==> src/rtl/prog_timer_pkg.sv <==
// prog_timer_pkg: shared state encodings and mode constants for the programmable timer
package prog_timer_pkg;
    typedef enum logic {ST_IDLE = 1'b0, ST_RUN = 1'b1} state_t;
    localparam logic MODE_ONESHOT = 1'b0;
    localparam logic MODE_RELOAD  = 1'b1;
endpackage

==> src/rtl/prog_timer_tick_gen.sv <==
// tick_gen: prescaler emitting a one-cycle tick every div+1 enabled clocks
module tick_gen #(
    parameter int PRE_W = 4
) (
    input  logic             clk,
    input  logic             reset,
    input  logic             en,
    input  logic             clr,
    input  logic [PRE_W-1:0] div,
    output logic             tick
);
    logic [PRE_W-1:0] pre_q, pre_d;
    always_comb begin
        tick  = en && (pre_q == div);
        pre_d = (clr || tick) ? '0 : en ? pre_q + 1'b1 : pre_q;
    end
    always_ff @(posedge clk or negedge reset) begin
        if (!reset) pre_q <= '0;
        else        pre_q <= pre_d;
    end
endmodule

==> src/rtl/prog_timer.sv <==
// prog_timer: runtime-programmable one-shot / auto-reload tick counter with done pulse
module prog_timer
    import prog_timer_pkg::*;
#(
    parameter int WIDTH = 8,
    parameter int PRE_W = 4
) (
    input  logic             clk,
    input  logic             reset,
    input  logic             enable,
    input  logic             start,
    input  logic             stop,
    input  logic             mode,
    input  logic [WIDTH-1:0] load_val,
    input  logic [PRE_W-1:0] prescale,
    output logic [WIDTH-1:0] count,
    output logic             busy,
    output logic             done
);
    state_t           state_q, state_d;
    logic [WIDTH-1:0] count_q, count_d, load_q, load_d;
    logic [PRE_W-1:0] pre_l_q, pre_l_d;
    logic             mode_q, mode_d, done_q, done_d, tick, run;
    assign run = (state_q == ST_RUN);
    tick_gen #(.PRE_W(PRE_W)) u_tick (
        .clk   (clk),
        .reset (reset),
        .en    (run && enable),
        .clr   (start || stop),
        .div   (pre_l_q),
        .tick  (tick)
    );
    // stop outranks start, and both outrank a coincident terminal tick
    always_comb begin
        state_d = state_q;
        count_d = count_q;
        load_d  = load_q;
        pre_l_d = pre_l_q;
        mode_d  = mode_q;
        done_d  = 1'b0;
        if (stop) begin
            state_d = ST_IDLE;
        end else if (start) begin
            state_d = ST_RUN;
            count_d = '0;
            load_d  = load_val;
            pre_l_d = prescale;
            mode_d  = mode;
        end else if (run && tick) begin
            if (count_q == load_q) begin
                done_d  = 1'b1;
                count_d = (mode_q == MODE_RELOAD) ? '0 : count_q;
                state_d = (mode_q == MODE_RELOAD) ? ST_RUN : ST_IDLE;
            end else begin
                count_d = count_q + 1'b1;
            end
        end
    end
    always_ff @(posedge clk or negedge reset) begin
        if (!reset) begin
            state_q <= ST_IDLE;
            count_q <= '0;
            load_q  <= '0;
            pre_l_q <= '0;
            mode_q  <= MODE_ONESHOT;
            done_q  <= 1'b0;
        end else begin
            state_q <= state_d;
            count_q <= count_d;
            load_q  <= load_d;
            pre_l_q <= pre_l_d;
            mode_q  <= mode_d;
            done_q  <= done_d;
        end
    end
    assign count = count_q;
    assign busy  = run;
    assign done  = done_q;
endmodule

==> config.mk <==
export PLATFORM = sky130hd
export DESIGN_NAME = prog_timer
export DESIGN_NICKNAME = d
export VERILOG_FILES = /design/src/rtl/prog_timer_pkg.sv /design/src/rtl/prog_timer_tick_gen.sv /design/src/rtl/prog_timer.sv
export SDC_FILE = /design/constraint.sdc
export NUM_CORES = 1
export LEC_CHECK = 0
export BUFFER_PORTS_ARGS = -buffer_cell sky130_fd_sc_hd__clkbuf_2
export CAP_MARGIN = 30
export CORE_MARGIN = 10
export CORE_UTILIZATION = 52
export DETAILED_ROUTE_END_ITERATION = 8
export GPL_TIMING_DRIVEN = 0
export PLACE_DENSITY_LB_ADDON = 0.12
export SLEW_MARGIN = 20
export SYNTH_ARGS = -nofsm -noshare
export SYNTH_HDL_FRONTEND = slang
export SYNTH_HIERARCHICAL = 1
export SYNTH_SLANG_ARGS = --single-unit
==> constraint.sdc <==
create_clock -name clk -period 4.3 [get_ports clk]
set_input_delay 0.215 -clock clk [delete_from_list [all_inputs] [get_ports clk]]
set_output_delay 0.215 -clock clk [all_outputs]
set_load 0.05 [all_outputs]
==> results.ini, run 1 <==
[logic_synthesis]
ys_warn_count=6
synth_top_area_cell=dfrtp_1
ys_seq_area_share_pct=44.0
synth_most_common_cell=dfrtp_1
synth_seq_cells=27
synth_edf_count=0
syn_inst=131
synth_fp_nets=151
synth.distinct_cells=44
netlist_top_cells_count=27 x dfrtp_1, 17 x mux2_2, 11 x xor2_1
synth_area_leaders=dfrtp_1 44%, mux2_2 12%, xor2_1 6.3%
synth-main-ff-cell=dfrtp_1
syn_area_per_cell_um2=11.7
synth_top_area_share_pct=44.0
syn_area_um2=1540
synthArstFlopShare_pct=100

[grt]
grt_overflow=0
antenna_found_initial=0
grt_pass1_vias=1245
grt_pass1_wl_um=5830
grt_max_degree=28
gr-usage-all-layers_pct=13.2

[placed_design]
portBuffers=26
dp.cells=188
place_area_um2=1710
hpwl_um=2580
gp_congestion=0.750

[timing]
skew_ns=0.00843
setup_violations=0
tns_ns=0
tightestPinTransition_ns=0.693
maxSlewViolCount=0
hold_violations=0
rsz0062_at_grt=no
min_period_over_period_pct=57.3
relSlewSlack_pct=53.8
max_freq_mhz=406
finalCriticalPeriod_ns=2.46

[clocking]
cts_num_sinks=27
cts-resized-gates=0
clock-root-buffer=clkbuf_4
clkSlewWorstSetupHoldPaths_ns=0.15
clock_latency_ns=0.33
cts_max_level=1
cts_buffers=3
clockBufferDepth=2
cts_tree=done
post-cts-setup-buffers=0

[pwr]
intPower_uw=369
clock_power_share_pct=20.7
swShare_pct=33.4
power.switching_uw=185
seqPwrFrac_pct=55.5
comb_power_share_pct=23.8
p_leak_uw=0.000803
vdd_drop_max_mv=0.261
powerDensity_nw_per_um2=318

[die]
row_count=19
pin_count=28
dieWidth_um=74.4
die_h_um=74.4
die-area_um2=5530
coreArea_um2=2780
start_util_pct=55.2

[worst_setup_path]
arrival_ns=2.75
crit_path_start_kind=register
cp_max_fo=10
required_ns=4.59
r2r_setup_slack_ns=1.84
critPathMaxStageDelay_ns=0.45
path_cells=xor2_1, a2111oi_4, and2_1, a21oi_1, or2_2, buf_1, a2111oi_0, a211o_1
endpoint_kind=register
crit_type=reg2reg
cp_slowest_cell=dfrtp_1
timing.rr.start=u_tick/pre_q[2]$_DFFE_PN0P_
worstSetupStartpoint=u_tick/pre_q[2]$_DFFE_PN0P_

[detailed_routing]
wl_um=3420
dr.pass1.iters=4
postRouteAntennaNets=0
wl_per_cell_um=17.7
drc=0
drt_iter0_drc=80
vias_per_cell=5.97
via_count=1153

[cells_and_area]
layout.cells.non_filler=193
nets=183
finalInstanceArea_um2=1740
final_util_pct=62.6
area_delta_synth_final_pct=13.4
antennaDiodeCount=0
layout-drive-gt1-share_pct=37.7

[job]
drv_cap=0

[worst_hold_path]
hold_class=in2reg
hold_start=stop

[status]
status=finished, final reports clean

-- power groups by stage --
stage	registers [uW]	logic (uW)	clock network, uW
2_1_floorplan	331	72.7	0
3_3_place_gp	310	127	0
3_5_place_dp	313	132	0
4_1_cts	307	133	117
5_1_grt	312	146	123
6_report	307	131	115
-- cell type report --
type	instances	area (um^2)
fillers	236	1040
flip-flops and latches	27	676
well taps	31	38.8
multi-input cells	94	813
inverters	4	15.0
plain buffers	6	32.5
clock buffers	4	26.3
repair buffers	27	140
-- routing by layer --
metal | part of all wire, % | global-route usage, % | vias up
li1 | - | - | 544
met1 | 43 | 16.8 | 566
met2 | 47 | 21.2 | 37
met3 | 7.8 | 3.59 | 6
met4 | 1.4 | 4.67 | 0
met5 | 0 | 0 | -
-- cells in the final DEF (no fill, tap or decap), types with 4 or more instances in the layout --
cell / netlist / layout
clkbuf_2: 0 / 26
inv_1: 4 / 4
nor2_1: 5 / 5
dfrtp_1: 27 / 27
nand2b_1: 5 / 5
xor2_1: 11 / 11
mux2_2: 17 / 17
a211oi_1: 4 / 4
-- flip-flops by register name (all words and copies together), names as in the netlist --
register and flops:
u_tick/pre_q 4, done 1, pre_l_q 4, load_q 8, mode_q 1, busy 1, count 8
-- critical path, delay by kind of cell, from the launching register on --
family / cells / cell delay (ns)
AO/OA/AOI/OAI: 4 / 1.05
XOR/XNOR: 1 / 0.19
buffers and inverters: 1 / 0.23
flip-flops: 1 / 0.45
AND/OR/NAND/NOR: 2 / 0.51
-- metrics by stage --
stage | total power [uW] | worst slack, ns | hold slack [ns]
5_1_grt | 582 | 1.66 | 0.0856
2_1_floorplan | 403 | 1.82 | -0.0806
3_3_place_gp | 438 | 1.92 | 0.276
3_5_place_dp | 444 | 1.90 | 0.291
4_1_cts | 556 | 1.87 | 0.0883
6_report | 553 | 1.84 | 0.0941
-- cell families (layout without fill, tap and decap cells) --
family / after synthesis / count (layout) / share of synthesized area (%)
adder cells (fa/ha/maj): 2 / 2 / 1.63
XOR/XNOR: 12 / 12 / 6.84
multiplexers: 19 / 19 / 14.1
AO/OA/AOI/OAI: 22 / 22 / 13.7
AND/OR/NAND/NOR: 39 / 39 / 16.7
flip-flops: 27 / 27 / 44.0
buffers and inverters: 10 / 41 / 3.09
-- what timing repair did --
action,in CTS,in global routing
hold buffers,1,0
endpoints found under the hold margin,27,0
setup endpoints to repair,0,0
-- worst paths after layout --
check	end	depth (start not counted)
min reg2reg	pre_l_q[0]$_DFFE_PN0P_	1
max	count[0]$_DFFE_PN0P_	8
min in group asynchronous	count[6]$_DFFE_PN0P_	2
max reg2reg	count[0]$_DFFE_PN0P_	8
max in group asynchronous	u_tick/pre_q[3]$_DFFE_PN0P_	2
min	busy$_DFFE_PN0P_	2
Power figures use the tool's default switching activity.
==> run 2: changes to the inputs <==
--- a/config.mk
+++ b/config.mk
@@ -5,6 +5,7 @@
 export SDC_FILE = /design/constraint.sdc
 export NUM_CORES = 1
 export LEC_CHECK = 0
+export ABC_AREA = 1
 export BUFFER_PORTS_ARGS = -buffer_cell sky130_fd_sc_hd__clkbuf_2
 export CAP_MARGIN = 30
 export CORE_MARGIN = 10
==> constraint.sdc (replaced) <==
create_clock -name clk -period 2.46 [get_ports clk]
set_input_delay 0.123 -clock clk [delete_from_list [all_inputs] [get_ports clk]]
set_output_delay 0.123 -clock clk [all_outputs]
set_load 0.05 [all_outputs]
==> run 2 against run 1 <==
  * First-iteration DRC count is 35% lower
  * Hold slack worse by 0.082 ns
  * Register-to-register slack worse by 1.1 ns
  * Synthesized cell count is 43% higher
  * Design area increased by 1.4%
  * Largest power group unchanged
  * Largest cell class unchanged
  * Clock power up 73%
  * Critical endpoint is now count[3]$_DFFE_PN0P_
  * Final cell count grew 33%
  * Critical path type unchanged
  * Synthesized area decreased by 3.4%
==> results.ini, run 2 <==
[status]
status=finished, final reports clean

[pwr]
p_leak_uw=0.000926
finalPower_uw=926
powerDensity_nw_per_um2=525
vdd_drop_max_mv=0.435

[logic_synthesis]
synth_most_common_cell=nand2_1
synth_fa_ha_area_share_pct=1.69
synth_top_area_cell=dfrtp_1
synth_fp_nets=207
synthArstFlopShare_pct=100
muxShareOfSynthArea_pct=6.07
syn_area_um2=1480
netlist_top_cells_count=63 x nand2_1, 28 x nor2_1, 27 x dfrtp_1
synth_top_area_share_pct=45.5
synth_simple_gate_area_share_pct=30.4
synth_seq_cells=27
synth_edf_count=0
ys_seq_area_share_pct=45.5
synth_top_family_by_area=simple AND/OR/NAND/NOR gates
synth-compound-area-share_pct=2.70
synthXorXnorAreaFrac_pct=6.49
ys_warn_count=6
syn_inst=187
synth-main-ff-cell=dfrtp_1
synth.distinct_cells=22
synth_area_leaders=dfrtp_1 46%, nand2_1 16%, nor2_1 7.1%
syn_area_per_cell_um2=7.94

[die]
row_count=19
start_util_pct=54.3
coreArea_um2=2730
die-area_um2=5390
pin_count=28
dieWidth_um=73.4
die_h_um=73.4

[detailed_routing]
drc=0
postRouteAntennaNets=0
via_count=1278
drt_iter0_drc=52
wl_um=3070
wl_per_cell_um=12.0
vias_per_cell=4.97
dr.pass1.iters=4

[timing]
min_period_over_period_pct=69.6
maxSlewViolCount=0
tns_ns=0
tightestPinTransition_ns=0.674
max_freq_mhz=584
finalCriticalPeriod_ns=1.71
setup_violations=0
hold_violations=0
rsz0062_at_grt=no
skew_ns=0.00265
relSlewSlack_pct=55.1

[clocking]
clockBufferDepth=2
cts_num_sinks=27
clock_latency_ns=0.33
cts_buffers=3
cts_max_level=1
post-cts-setup-buffers=0
clkSlewWorstSetupHoldPaths_ns=0.15
clock-root-buffer=clkbuf_4
cts_tree=done

[placed_design]
gp_congestion=0.798
hpwl_um=2350
portBuffers=27

[grt]
grt_overflow=0
grt_pass1_wl_um=5290
grt_pass1_vias=1212
antenna_found_initial=0
gr-usage-all-layers_pct=12.0
grt_max_degree=28

[cells_and_area]
layout-drive-gt1-share_pct=23.0
seqCellArea_um2=676
antennaDiodeCount=0
final_cell_mix=63 x nand2_1, 28 x nor2_1, 27 x dfrtp_1, 27 x clkbuf_2, 21 x inv_1
area_delta_synth_final_pct=19.0
nFillCells=249
multi_input_area_um2=703
nets=247
final_common_cell=nand2_1

[worst_setup_path]
required_ns=2.74
cp_max_fo=9
arrival_ns=2.00
endpoint_kind=register
crit_path_start_kind=register
crit_type=reg2reg

[worst_hold_path]
hold_class=in2reg

[job]
drv_cap=0

-- run 2: cell types whose count changed in the layout (fill, tap and decap cells not counted), moves of 4 or more --
| cell | delta |
|---|---|
| xnor2_1 | +6 |
| nor2_1 | +23 |
| nand2_1 | +60 |
| inv_1 | +17 |
| dlygate4sd3_1 | +7 |
| mux2_2 | -9 |
| a211oi_1 | -4 |
| xor2_1 | -7 |
| nand2b_1 | -5 |
| a21oi_1 | +5 |
-- run 2: final timing paths --
kind | slack (ns) | depth (start not counted) | start | end
min in group asynchronous | 0.34 | 2 | reset | count[2]$_DFFE_PN0P_
worst min-delay path | 0.01 | 2 | load_val[6] | load_q[6]$_DFFE_PN0P_
max in group asynchronous | 1.69 | 2 | reset | pre_l_q[1]$_DFFE_PN0P_
worst min register to register | 0.54 | 1 | mode_q$_DFFE_PN0P_ | mode_q$_DFFE_PN0P_
worst max-delay path | 0.75 | 12 | busy$_DFFE_PN0P_ | count[3]$_DFFE_PN0P_
worst max register to register | 0.75 | 12 | busy$_DFFE_PN0P_ | count[3]$_DFFE_PN0P_
-- run 2: layout make-up --
type                            instances  share of cell area (%)
Buffer                                  2                   0.921
Clock buffer                            3                    1.28
Clock inverter                          1                   0.283
Inverter                               23                    5.03
Multi-Input combinational cell        135                    39.8
Sequential cell                        27                    38.3
Tap cell                               31                    2.20
Timing Repair Buffer                   35                    12.2
-- run 2: stage by stage --
step | worst slack (ns) | cell area, um^2 | instances | utilization, % | hold slack (ns)
after floorplan | 0.620 | 1480 | 187 | - | -0.173
after global placement | 0.806 | 1660 | 245 | 60.6 | 0.184
after detailed placement | 0.769 | 1660 | 245 | 60.6 | 0.196
after CTS | 0.736 | 1700 | 250 | 62.0 | 0.00132
after global routing | 0.477 | 1770 | 257 | 64.6 | -0.0000139
final | 0.748 | 1770 | 257 | 64.6 | 0.0120
-- run 2: cells by family (layout without fill, tap and decap cells) --
family / after synthesis / after routing
AO/OA/AOI/OAI: 8 / 8
XOR/XNOR: 11 / 11
adder cells (fa/ha/maj): 2 / 2
buffers and inverters: 25 / 64
flip-flops: 27 / 27
multiplexers: 8 / 8
AND/OR/NAND/NOR: 106 / 106
-- run 2: metal layers --
layer  share of wire (%)  track usage (%)  vias to the layer above
li1                    -                -                      649
met1                  48             14.5                      597
met2                  45             18.6                       27
met3                 5.9             4.44                        5
met4                 1.4             5.38                        0
met5                   0                0                        -
-- run 2: what timing repair did --
action / CTS / global route
hold buffers: 1 / 7
gates resized for setup: 0 / 0
hold endpoints to repair: 27 / 7
-- run 2: worst max-delay path, stage by stage, from the launching register on --
cell and delay, ns:
dfrtp_1 0.42, nand2_1 0.06, inv_1 0.15, nand2_1 0.07, nor2_1 0.14, nand3_2 0.09, inv_1 0.06, nand2_1 0.08
a21oi_1 0.23, nand2_4 0.14, inv_4 0.12, nand2_1 0.05, nand2_1 0.06
-- run 2: where the power goes --
part | switching (uW) | leakage (uW) | total, uW | internal [uW]
registers | 34.3 | 0.000340 | 517 | 483
clock network | 138 | 0.0000177 | 199 | 61.1
logic | 124 | 0.000569 | 210 | 86.3
total | 296 | 0.000926 | 926 | 630
==> run 3: changes to the inputs <==
--- a/config.mk
+++ b/config.mk
@@ -5,7 +5,7 @@
 export SDC_FILE = /design/constraint.sdc
 export NUM_CORES = 1
 export LEC_CHECK = 0
-export ABC_AREA = 1
+export ABC_AREA = 0
 export BUFFER_PORTS_ARGS = -buffer_cell sky130_fd_sc_hd__clkbuf_2
 export CAP_MARGIN = 30
 export CORE_MARGIN = 10
==> constraint.sdc (replaced) <==
create_clock -name clk -period 1.6 [get_ports clk]
set_input_delay 0.08 -clock clk [delete_from_list [all_inputs] [get_ports clk]]
set_output_delay 0.08 -clock clk [all_outputs]
set_load 0.05 [all_outputs]
==> run 3 against run 2 <==
  * The flow now finishes with violations (negative setup slack)
  * Clock power grew 54%
  * Combinational power rose by 120%
  * Via count is 3.0% lower
  * Design area is 18% higher
  * Flip-flop and latch count stayed put
  * Critical path depth fell by 4
  * Core utilization is 10 points higher
  * First-iteration DRC count is 37% higher
  * Clock skew grew 0.0082 ns
==> results.ini, run 3 (synthesis gave the netlist of run 1 again) <==
[status]
status=complete, but fails checks
violations=negative setup slack

[grt]
antenna_found_initial=0
grt_overflow=0
grt_max_degree=28
gr-usage-all-layers_pct=14.2
grt_pass1_wl_um=6130
grt_pass1_vias=1253

[timing]
skew_ns=0.0109
setup_violations=9
hold_violations=0
maxSlewViolCount=0
fin_ws_ns=-0.322
min_period_over_period_pct=120
relSlewSlack_pct=55.6
max_freq_mhz=520
finalCriticalPeriod_ns=1.92
rsz0062_at_grt=yes
tightestPinTransition_ns=0.665
tns_ns=-2.40

[detailed_routing]
postRouteAntennaNets=0
wl_um=3730
drt_iter0_drc=71
drc=0
wl_per_cell_um=17.3
via_count=1240
vias_per_cell=5.74
dr.pass1.iters=4

[job]
drv_cap=0

[die]
dieWidth_um=74.4
start_util_pct=55.2
coreArea_um2=2780
row_count=19
die-area_um2=5530
die_h_um=74.4
pin_count=28

[placed_design]
place_area_um2=1790
gp_congestion=0.860
portBuffers=26
dp.cells=188
hpwl_um=2450

[cells_and_area]
layout.cells.non_filler=216
final_util_pct=74.7
antennaDiodeCount=0
nets=206
finalInstanceArea_um2=2080
area_delta_synth_final_pct=35.2
layout-drive-gt1-share_pct=51.4
final_cell_mix=26 x clkbuf_2, 18 x dfrtp_1, 17 x mux2_2
final_common_cell=clkbuf_2

[clocking]
cts_max_level=1
cts_buffers=3
clock_latency_ns=0.34
clkSlewWorstSetupHoldPaths_ns=0.15
clockBufferDepth=2
cts_num_sinks=27
clock-root-buffer=clkbuf_4
cts_tree=done

[worst_setup_path]
arrival_ns=2.19
crit_path_start_kind=register
path_cells=xor2_2, a2111oi_4, and2_4, a21oi_4, or2_4, nor3_2, a32oi_1, o21ai_1
endpoint_kind=register
crit_type=reg2reg
cp_num_buf_inv=0
required_ns=1.87
critPathMaxStageDelay_ns=0.46
cp_slowest_cell=dfrtp_1
cp_max_fo=5
cp_top_family=simple AND/OR/NAND/NOR gates

[pwr]
vdd_drop_max_mv=0.736
p_leak_uw=0.000920
powerDensity_nw_per_um2=776

[worst_hold_path]
hold_class=in2reg

[run 3: changes by cell type in the layout (fill, tap and decap cells not counted), sizes merged, moves of 7 or more]
cell and delta:
buf +10, xor2 +7, inv -19, nand2 -63, dlygate4sd3 +7, mux2 +10, nor2 -25
[run 3: per-layer routing]
metal	global-route usage, %	vias up	wire (um)
li1	-	588	-
met1	17.9	614	1620
met2	22.2	33	1800
met3	3.99	5	240
met4	6.30	0	65
met5	0	-	0
[run 3: cell type report]
type | count | area, um^2
multi-input cells | 95 | 930
inverters | 4 | 15.0
flip-flops and latches | 27 | 689
clock buffers | 3 | 22.5
plain buffers | 5 | 28.8
clock inverters | 1 | 5.00
repair buffers | 50 | 348
well taps | 31 | 38.8
fillers | 193 | 704
[run 3: worst paths after layout]
check	startpoint	end	slack, ns	depth (start not counted)
max in group asynchronous	reset	count[0]$_DFFE_PN0P_	0.84	2
max reg2reg	u_tick/pre_q[2]$_DFFE_PN0P_	count[3]$_DFFE_PN0P_	-0.32	8
max	u_tick/pre_q[2]$_DFFE_PN0P_	count[3]$_DFFE_PN0P_	-0.32	8
min	enable	u_tick/pre_q[0]$_DFFE_PN0P_	0.15	4
min in group asynchronous	reset	done$_DFF_PN0_	0.28	2
min reg2reg	load_q[4]$_DFFE_PN0P_	load_q[4]$_DFFE_PN0P_	0.55	1
[run 3: power breakdown]
group	total (uW)	switching, uW	internal, uW
clock	306	212	94.3
combinational	469	259	211
sequential	837	80.0	757
total	1610	550	1060
[run 3: what timing repair did]
action                                 CTS  global route
endpoints found under the hold margin   41             0
hold buffers                            15             0
pin swaps                                8             4
gates resized for setup                  8             4
setup endpoints to repair               10            14
buffers inserted                         8             1
cloned                                   1             0
[run 3: worst register-to-register path: cells and delay by family, from the launching register on]
| kind | cells | cell delay [ns] |
|---|---|---|
| XOR/XNOR | 1 | 0.18 |
| AND/OR/NAND/NOR | 3 | 0.62 |
| flip-flops | 1 | 0.46 |
| AO/OA/AOI/OAI | 4 | 0.58 |
[run 3: stage by stage]
stage / hold WS, ns / worst slack (ns) / power (uW)
floorplan: -0.216 / -0.385 / 1140
global placement: 0.135 / -0.451 / 1230
detailed placement: 0.142 / -0.515 / 1240
CTS: 0.141 / -0.336 / 1620
global route: 0.148 / -0.382 / 1690
finish: 0.151 / -0.322 / 1610
